**src/rtl/rx_medidas_pkg.sv**
```systemverilog
// Shared encodings and constants for the 7E1 distance-telemetry receiver.
package rx_medidas_pkg;

    typedef enum logic [2:0] {
        OCIOSO   = 3'd0,
        INICIO   = 3'd1,
        DADOS    = 3'd2,
        PARIDADE = 3'd3,
        PARADA   = 3'd4,
        BREAK    = 3'd5
    } rx_estado_t;

    typedef enum logic [1:0] {
        ESPERA_DIGITO    = 2'd0,
        ESPERA_CERQUILHA = 2'd1,
        DESCARTA         = 2'd2
    } parser_estado_t;

    localparam logic [6:0]  ASCII_CERQUILHA = 7'h23;
    localparam logic [2:0]  PREFIXO_DIGITO  = 3'b011;
    localparam int unsigned N_GRUPOS        = 3;
    localparam int unsigned N_DIGITOS       = 3;

    // Digits are any character in 0x30..0x3F; the low nibble is kept raw.
    function automatic logic eh_digito(input logic [6:0] c);
        return c[6:4] == PREFIXO_DIGITO;
    endfunction

endpackage

```
**src/rtl/rx_serial_7e1.sv**
```systemverilog
// 7E1 UART deserialiser: input synchroniser, mid-bit sampling, parity and stop checks.
module rx_serial_7e1
    import rx_medidas_pkg::*;
#(
    parameter int unsigned CLKS_PER_BIT = 434
) (
    input  logic       clock,
    input  logic       reset,
    input  logic       entrada_serial,
    output logic [6:0] dados,
    output logic       char_ok,
    output logic       erro_paridade,
    output logic       erro_quadro,
    output logic       ocioso,
    output rx_estado_t estado
);

    localparam int unsigned CNT_W = (CLKS_PER_BIT > 1) ? $clog2(CLKS_PER_BIT) : 1;
    localparam logic [CNT_W-1:0] FIM_BIT  = CNT_W'(CLKS_PER_BIT - 1);
    localparam logic [CNT_W-1:0] MEIO_BIT = CNT_W'(CLKS_PER_BIT / 2 - 1);

    logic             sinc_a, linha;
    rx_estado_t       estado_d;
    logic [CNT_W-1:0] cnt, cnt_d;
    logic [2:0]       n_bits, n_bits_d;
    logic [6:0]       sr, sr_d;
    logic             par, par_d;
    logic             char_ok_d, erro_paridade_d, erro_quadro_d;
    logic             fim;

    // Two-flop synchroniser; reset to the idle (high) line level.
    always_ff @(posedge clock or posedge reset) begin
        if (reset) begin
            sinc_a <= 1'b1;
            linha  <= 1'b1;
        end else begin
            sinc_a <= entrada_serial;
            linha  <= sinc_a;
        end
    end

    assign fim = (cnt == FIM_BIT);

    always_comb begin
        estado_d        = estado;
        cnt_d           = cnt;
        n_bits_d        = n_bits;
        sr_d            = sr;
        par_d           = par;
        char_ok_d       = 1'b0;
        erro_paridade_d = 1'b0;
        erro_quadro_d   = 1'b0;
        case (estado)
            OCIOSO: begin
                if (!linha) begin
                    estado_d = INICIO;
                    cnt_d    = '0;
                    n_bits_d = '0;
                end
            end
            INICIO: begin
                if (cnt == MEIO_BIT) begin
                    cnt_d    = '0;
                    estado_d = linha ? OCIOSO : DADOS;
                end else begin
                    cnt_d = cnt + CNT_W'(1);
                end
            end
            DADOS: begin
                if (fim) begin
                    cnt_d    = '0;
                    sr_d     = {linha, sr[6:1]};
                    n_bits_d = n_bits + 3'd1;
                    if (n_bits == 3'd6) estado_d = PARIDADE;
                end else begin
                    cnt_d = cnt + CNT_W'(1);
                end
            end
            PARIDADE: begin
                if (fim) begin
                    cnt_d    = '0;
                    par_d    = linha;
                    estado_d = PARADA;
                end else begin
                    cnt_d = cnt + CNT_W'(1);
                end
            end
            PARADA: begin
                if (fim) begin
                    cnt_d = '0;
                    if (linha) begin
                        estado_d = OCIOSO;
                        if (^{sr, par}) erro_paridade_d = 1'b1;
                        else            char_ok_d       = 1'b1;
                    end else begin
                        // Framing error wins over parity; wait out the low line.
                        erro_quadro_d = 1'b1;
                        estado_d      = BREAK;
                    end
                end else begin
                    cnt_d = cnt + CNT_W'(1);
                end
            end
            BREAK: begin
                if (linha) estado_d = OCIOSO;
            end
            default: estado_d = OCIOSO;
        endcase
    end

    always_ff @(posedge clock or posedge reset) begin
        if (reset) begin
            estado        <= OCIOSO;
            cnt           <= '0;
            n_bits        <= '0;
            sr            <= '0;
            par           <= 1'b0;
            dados         <= '0;
            char_ok       <= 1'b0;
            erro_paridade <= 1'b0;
            erro_quadro   <= 1'b0;
            ocioso        <= 1'b1;
        end else begin
            estado        <= estado_d;
            cnt           <= cnt_d;
            n_bits        <= n_bits_d;
            sr            <= sr_d;
            par           <= par_d;
            char_ok       <= char_ok_d;
            erro_paridade <= erro_paridade_d;
            erro_quadro   <= erro_quadro_d;
            ocioso        <= (estado_d == OCIOSO);
            if (char_ok_d) dados <= sr;
        end
    end

endmodule

```
**src/rtl/rx_medidas_7e1.sv**
```systemverilog
// Telemetry receiver top: parses "d2 d1 d0 #" x3 bursts and publishes the three measurements atomically.
module rx_medidas_7e1
    import rx_medidas_pkg::*;
#(
    parameter int unsigned CLKS_PER_BIT = 434,
    parameter int unsigned IDLE_CLKS    = 50000
) (
    input  logic        clock,
    input  logic        reset,
    input  logic        entrada_serial,
    output logic [11:0] medida1,
    output logic [11:0] medida2,
    output logic [11:0] medida3,
    output logic        pronto,
    output logic [6:0]  dados_ascii,
    output logic        caractere_pronto,
    output logic        erro_paridade,
    output logic        erro_quadro,
    output logic        erro_formato,
    output logic [3:0]  db_estado
);

    localparam int unsigned IDLE_W = $clog2(IDLE_CLKS + 1);
    localparam logic [IDLE_W-1:0] IDLE_MAX = IDLE_W'(IDLE_CLKS);

    logic           char_ok, ocioso;
    logic [6:0]     dados;
    rx_estado_t     rx_estado;

    parser_estado_t parser, parser_d;
    logic [1:0]     grupo, grupo_d, indice, indice_d;
    logic [11:0]    sombra   [N_GRUPOS];
    logic [11:0]    sombra_d [N_GRUPOS];
    logic           publica_d, formato_d;
    logic [IDLE_W-1:0] ocioso_cnt;
    logic           ocioso_cheio;

    rx_serial_7e1 #(
        .CLKS_PER_BIT(CLKS_PER_BIT)
    ) u_rx (
        .clock         (clock),
        .reset         (reset),
        .entrada_serial(entrada_serial),
        .dados         (dados),
        .char_ok       (char_ok),
        .erro_paridade (erro_paridade),
        .erro_quadro   (erro_quadro),
        .ocioso        (ocioso),
        .estado        (rx_estado)
    );

    assign dados_ascii      = dados;
    assign caractere_pronto = char_ok;
    assign db_estado        = {parser, rx_estado[1:0]};

    // Idle-line counter; leaving OCIOSO (start-bit detection) clears it.
    always_ff @(posedge clock or posedge reset) begin
        if (reset)                       ocioso_cnt <= '0;
        else if (!ocioso)                ocioso_cnt <= '0;
        else if (ocioso_cnt != IDLE_MAX) ocioso_cnt <= ocioso_cnt + IDLE_W'(1);
    end

    assign ocioso_cheio = (ocioso_cnt == IDLE_MAX);

    always_comb begin
        parser_d  = parser;
        grupo_d   = grupo;
        indice_d  = indice;
        sombra_d  = sombra;
        publica_d = 1'b0;
        formato_d = 1'b0;
        if (ocioso_cheio) begin
            parser_d = ESPERA_DIGITO;
            grupo_d  = '0;
            indice_d = '0;
        end else if (erro_paridade || erro_quadro) begin
            parser_d = DESCARTA;
        end else if (char_ok) begin
            case (parser)
                ESPERA_DIGITO: begin
                    if (eh_digito(dados)) begin
                        case (indice)
                            2'd0:    sombra_d[grupo][11:8] = dados[3:0];
                            2'd1:    sombra_d[grupo][7:4]  = dados[3:0];
                            default: sombra_d[grupo][3:0]  = dados[3:0];
                        endcase
                        indice_d = indice + 2'd1;
                        if (indice == 2'(N_DIGITOS - 1)) parser_d = ESPERA_CERQUILHA;
                    end else begin
                        formato_d = 1'b1;
                        parser_d  = DESCARTA;
                    end
                end
                ESPERA_CERQUILHA: begin
                    if (dados == ASCII_CERQUILHA) begin
                        indice_d = '0;
                        parser_d = ESPERA_DIGITO;
                        if (grupo == 2'(N_GRUPOS - 1)) begin
                            publica_d = 1'b1;
                            grupo_d   = '0;
                        end else begin
                            grupo_d = grupo + 2'd1;
                        end
                    end else begin
                        formato_d = 1'b1;
                        parser_d  = DESCARTA;
                    end
                end
                default: parser_d = DESCARTA;
            endcase
        end
    end

    // Measurements only ever load together, from a complete burst.
    always_ff @(posedge clock or posedge reset) begin
        if (reset) begin
            parser       <= ESPERA_DIGITO;
            grupo        <= '0;
            indice       <= '0;
            sombra       <= '{default: '0};
            medida1      <= '0;
            medida2      <= '0;
            medida3      <= '0;
            pronto       <= 1'b0;
            erro_formato <= 1'b0;
        end else begin
            parser       <= parser_d;
            grupo        <= grupo_d;
            indice       <= indice_d;
            sombra       <= sombra_d;
            pronto       <= publica_d;
            erro_formato <= formato_d;
            if (publica_d) begin
                medida1 <= sombra[0];
                medida2 <= sombra[1];
                medida3 <= sombra[2];
            end
        end
    end

endmodule

```
**config.mk**
```make
export PLATFORM = sky130hd
export DESIGN_NAME = rx_medidas_7e1
export DESIGN_NICKNAME = d
export VERILOG_FILES = /design/src/rtl/rx_medidas_pkg.sv /design/src/rtl/rx_serial_7e1.sv /design/src/rtl/rx_medidas_7e1.sv
export SDC_FILE = /design/constraint.sdc
export NUM_CORES = 1
export LEC_CHECK = 0
export ABC_AREA = 1
export CORE_ASPECT_RATIO = 0.75
export CORE_MARGIN = 2
export CORE_UTILIZATION = 53
export CTS_BUF_LIST = sky130_fd_sc_hd__clkbuf_4 sky130_fd_sc_hd__clkbuf_8 sky130_fd_sc_hd__clkbuf_16
export CTS_CLUSTER_SIZE = 28
export DETAILED_ROUTE_END_ITERATION = 12
export PLACE_DENSITY = 0.79
export SYNTH_ARGS = -nofsm -noshare
export SYNTH_HDL_FRONTEND = slang
export SYNTH_SLANG_ARGS = --single-unit
```
**constraint.sdc**
```tcl
create_clock -name clock -period 4.5 [get_ports clock]
set_input_delay 0.9 -clock clock [delete_from_list [all_inputs] [get_ports clock]]
set_output_delay 0.9 -clock clock [all_outputs]
set_load 0.03 [all_outputs]
```
After elaboration in Yosys (flattened, before gate mapping) --
Index checks and enable logic that the tools add are counted.
Word-level totals: register bits 132, bits of input ports 3, output and inout bits 52, logic and storage cells 151
Cells by class: add/subtract/negate cells 5, order comparisons 2, eq/ne operators 23, muxes and demuxes 71, bitwise gates (word level) 3, reduce and logical (&&, ||, !) cells 23
Operators with widths (count):
- $bwmux W36 | 3
- $demux W12 S2 | 3
- $pmux W36 S2 | 1
- $mux W2 | 18
- $mux W16 | 2
- $mux W3 | 10
- $mux W9 | 3
- $pmux W9 S3 | 1
- $mux W1 | 22
- $pmux W3 S6 | 1
- $add A16 B1 Y16 const B | 1
- $eq A16 B16 Y1 const B | 1
- $ne A16 B16 Y1 const B | 1
- $mux W12 | 1
- $reduce_and A5 Y1 | 2
- $add A9 B1 Y9 const B | 1
- $eq A3 B2 Y1 const B | 3
- $eq A3 B3 Y1 const B | 3
- $eq A9 B8 Y1 const B | 1
- $eq A9 B9 Y1 const B | 1
- $reduce_bool A3 Y1 | 3
- $mux W8 | 1
- $pmux W2 S2 | 2
- $reduce_and A2 Y1 | 4
- other kinds (26) | 38

Longest topological paths before layout --
depth in word-level cells 7, gate-level depth with buffers 11, gate-level depth less buffers 10

By module --
A second synthesis with hierarchy kept.
Unflattened totals: cells, all modules 887, area total of the unflattened synthesis 6826.5 µm²
Modules (own cells, without submodules):
- rx_medidas_7e1 | times used 1, cells each 604, area each 4678.2 µm², sequential area each 2402.3 µm²
- rx_serial_7e1 | times used 1, cells each 283, area each 2148.3 µm², sequential area each 904.6 µm²

Worst setup path after synthesis --
No wires, ideal clock.
path type register to register, start register u_rx.erro_quadro, end register with a tool-made name, setup time 0.117 ns, arrival time 1.579 ns, required time 4.383 ns, path slack 2.805 ns, cell stages (with the launch flop) 7, buffers on the path 1, period minus slack after synthesis 1.695 ns, cell sequence dfrtp_1 -> or2_2 -> nor3_4 -> nand4_2 -> buf_2 -> nand2_1 -> nand2_1
RTL lines:
- start, declared | RTL line rx_serial_7e1.sv:13 | output logic erro_quadro,
- start signal, assigned | RTL line rx_serial_7e1.sv:131 | erro_quadro <= erro_quadro_d;

==> metrics.md <==
| Metric | Value |
|---|---|
| Seq/Total Area, Yosys | `48.4%` |
| Status | `finished clean` |
| Pwr Density | `328 nW/um^2` |
| Post-Syn Instances | `911` |
| DRC errors left | `0` |
| Reg2reg start | `indice[0]` |
| Worst-path maximum fanout | `26` |
| Global Route Usage Sum | `24.5%` |
| GRT overflow | `0` |
| Hold_buf cts | `0` |
| Final Util | `64.5%` |
| R2r setup slk | `about 1.7 ns` |
| Max-Cap Viols | `0` |
| Ys Warns | `0` |
| Hold Vio Cnt, Final | `0` |
| Die Width | `roughly 140 um` |
| TritonCTS clock tree | `done` |
| Worst-path clk slew | `0.06 ns` |
| Die height | `102 um` |
| Psw | `590 uW` |
| First-pass GRT wire length | `26800 um` |
| IO Count | `55` |
| Critical path launch point | `indice[0]` |
| Final Max Tran Viols | `0` |
| Met1 usage | `37.3%` |
| ANT cells | `0` |
| H-tree level count | `4` |
| WL/cell | `between 10 and 15 um` |
| Initial antenna violation count | `0` |
| Via count | `6021` |
| Post-Route Skew | `roughly 0.0088 ns` |
| RSZ-0062 raised after global routing | `false` |
| Avg Inst Size Synth | `~7.5 um^2` |
| DR iter-0 viols | `504` |
| CP Capture Type | `flip-flop` |
| Flop pwr share | `45.2%` |
| Grt peak-use layer | `met1` |
| Routed wire length | `~16000 um` |
| Post-route clock period utilization | `around 62%` |
| Main area contributors after synthesis | `dfrtp_1, nand2_1, o21ai_0` |
| Hold WC Path Type | `reg -> reg` |
| Clock buffer depth | `2` |
| CP Launch Type | `flip-flop` |
| Most used cell, CP | `nand2_1` |
| Post_cts resized | `0` |
| NumNets Final | `between 900 and 1000` |
| Fillers | `1078` |
| Combinational Power Share | `roughly 1.0%` |
| CP Class | `reg -> reg` |
| Post-Syn Area | `6830 um^2` |
| Largest net degree at the start of global routing | `63` |
| LEAKAGE | `0.00403 uW` |
| Initial Util | `54.9%` |
| Area leader, netlist | `dfrtp_1` |
| Placer congestion estimate | `0.935` |
| Die area | `around 14000 um^2` |
| Core area | `between 10000 and 15000 um^2` |
| Int Power | `2040 uW` |
| Detail Placement HPWL | `10700 um` |
| Clock group share of total power | `53.8%` |
| Final std cells w/o fill | `roughly 1100` |
| Port Buffers | `54` |
| Worst relative slew slack | `36.9%` |
| Synth unique cells | `32` |
| Syn nets | `between 900 and 1000` |
| Met3 Track Usage GR | `5.01%` |
| Worst hold path depth | `0` |
| Detailed Routing Iterations Pass 1 | `5` |
| Cell total after placement | `between 1000 and 1500` |
| Post-layout min period | `2.79 ns` |
| Required time of the critical path | `4.79 ns` |
| Switch share | `22.4%` |
| Vias in the first global route | `5431` |
| Post-CTS Setup Bufs | `0` |
| Clk sinks | `132` |
| Worst vdd ir | `0.000262 V` |
| Final setup viols | `0` |
| Syn-to-layout area delta | `17.6%` |
| CP peak stage delay | `0.78 ns` |
| Slowest cell on crit path | `ha_1` |
| Std-Cell Rows | `35` |
| Least-Margin Pin Slew | `0.944 ns` |
| Met2 Use GR | `35.4%` |
| Post-synth top area share | `47.3%` |
| WP data arrival | `slightly above 3 ns` |
| Num CTS Buffers | `17` |
| Vias per cell | `5.30` |
| Setup TNS | `0 ns` |
| Layout cells sized above 1 | `6.29%` |
| Cells on worst reg2reg path | `7` |
| Crit-path cells | `inv_1 > ha_1 > nor2_2 > inv_2 > nand4_2 > nand2_1 > nand2_1` |
| CTS root buf | `clkbuf_16` |
| Maximum clock rate | `359 MHz` |
| Post-DRT Antenna Nets | `0` |
| Post-synthesis register bit count | `~130` |
| Clk Latency, worst-skew pair | `approximately 0.42 ns` |
Yosys cell counts, drive strengths merged:
cell / n
and3: 1
o21ai: 114
nor3: 10
inv: 82
xnor2: 4
nor2: 80
o21bai: 1
a21oi: 18
a211oi: 2
nand3b: 1
a31oi: 1
buf: 15
dfstp: 3
dfrtp: 129
nand4: 11
nand2: 357
ha: 10
xor2: 9
a22oi: 1
clkbuf: 16
or2: 1
nand3: 45
cell usage in the layout (no fill, tap or decap), drive strengths merged, types with 11 or more instances in the layout:
cell type,Yosys,layout
nand2,357,357
dfrtp,129,129
o21ai,114,114
inv,82,90
nor2,80,80
clkdlybuf4s50,0,54
nand3,45,45
a21oi,18,18
clkbuf,16,18
nand4,11,11
worst min path at each step:
stage | from | endpoint
finish | u_rx.sinc_a | u_rx.linha
global route | u_rx.sinc_a | u_rx.linha
CTS | u_rx.sinc_a | u_rx.linha
detailed placement | u_rx.sinc_a | u_rx.linha
global placement | u_rx.sinc_a | u_rx.linha
floorplan | u_rx.sinc_a | u_rx.linha
final cells by class:
cell class / instances / area [um^2] / area share, %
clock buffers: 18 / 439 / 5.47
clock inverters: 14 / 165 / 2.06
inverters: 82 / 310 / 3.87
multi-input cells: 666 / 3030 / 37.7
flip-flops and latches: 132 / 3310 / 41.2
well taps: 166 / 208 / 2.59
repair buffers: 58 / 571 / 7.11
cell families after synthesis:
group / Yosys count / synth area share, %
and+or+nand+nor: 506 / 30.6
AOI/OAI and AO/OA: 137 / 10.2
DFF: 132 / 48.4
buffers and inverters: 113 / 7.24
xor gates and xnor gates: 13 / 1.67
adders and majority gates: 10 / 1.83
power by group through the flow:
stage,Combinational (uW),Sequential (uW),Clock (uW)
2_1_floorplan,17.7,1210,0
3_3_place_gp,28.5,1210,0
3_5_place_dp,28.7,1210,0
4_1_cts,28.9,1190,1430
5_1_grt,32.3,1190,1490
6_report,26.6,1190,1410
critical path, delay by kind of cell (launching register included):
kind,cells,cell delay [ns]
buf+inv,2,0.32
simple gates,4,1.16
flops,1,0.39
fa+ha+maj,1,0.78
through the flow:
step           total power (uW)  cell area (um^2)  hold WS, ns  setup WS, ns
3_5_place_dp               1240              7420        0.348          1.78
4_1_cts                    2650              8030        0.357          1.78
6_report                   2630              8030        0.357          1.71
2_1_floorplan              1230              6830        0.345        0.0789
5_1_grt                    2710              8030        0.358          1.51
3_3_place_gp               1240              7420        0.346          1.88
per-layer routing:
layer | vias up | wire, um
met5 | - | 0
met4 | 0 | 242
met3 | 21 | 1010
met2 | 224 | 6760
met1 | 2788 | 7800
li1 | 2988 | -
No activity file was read; power rests on OpenSTA's default activity.
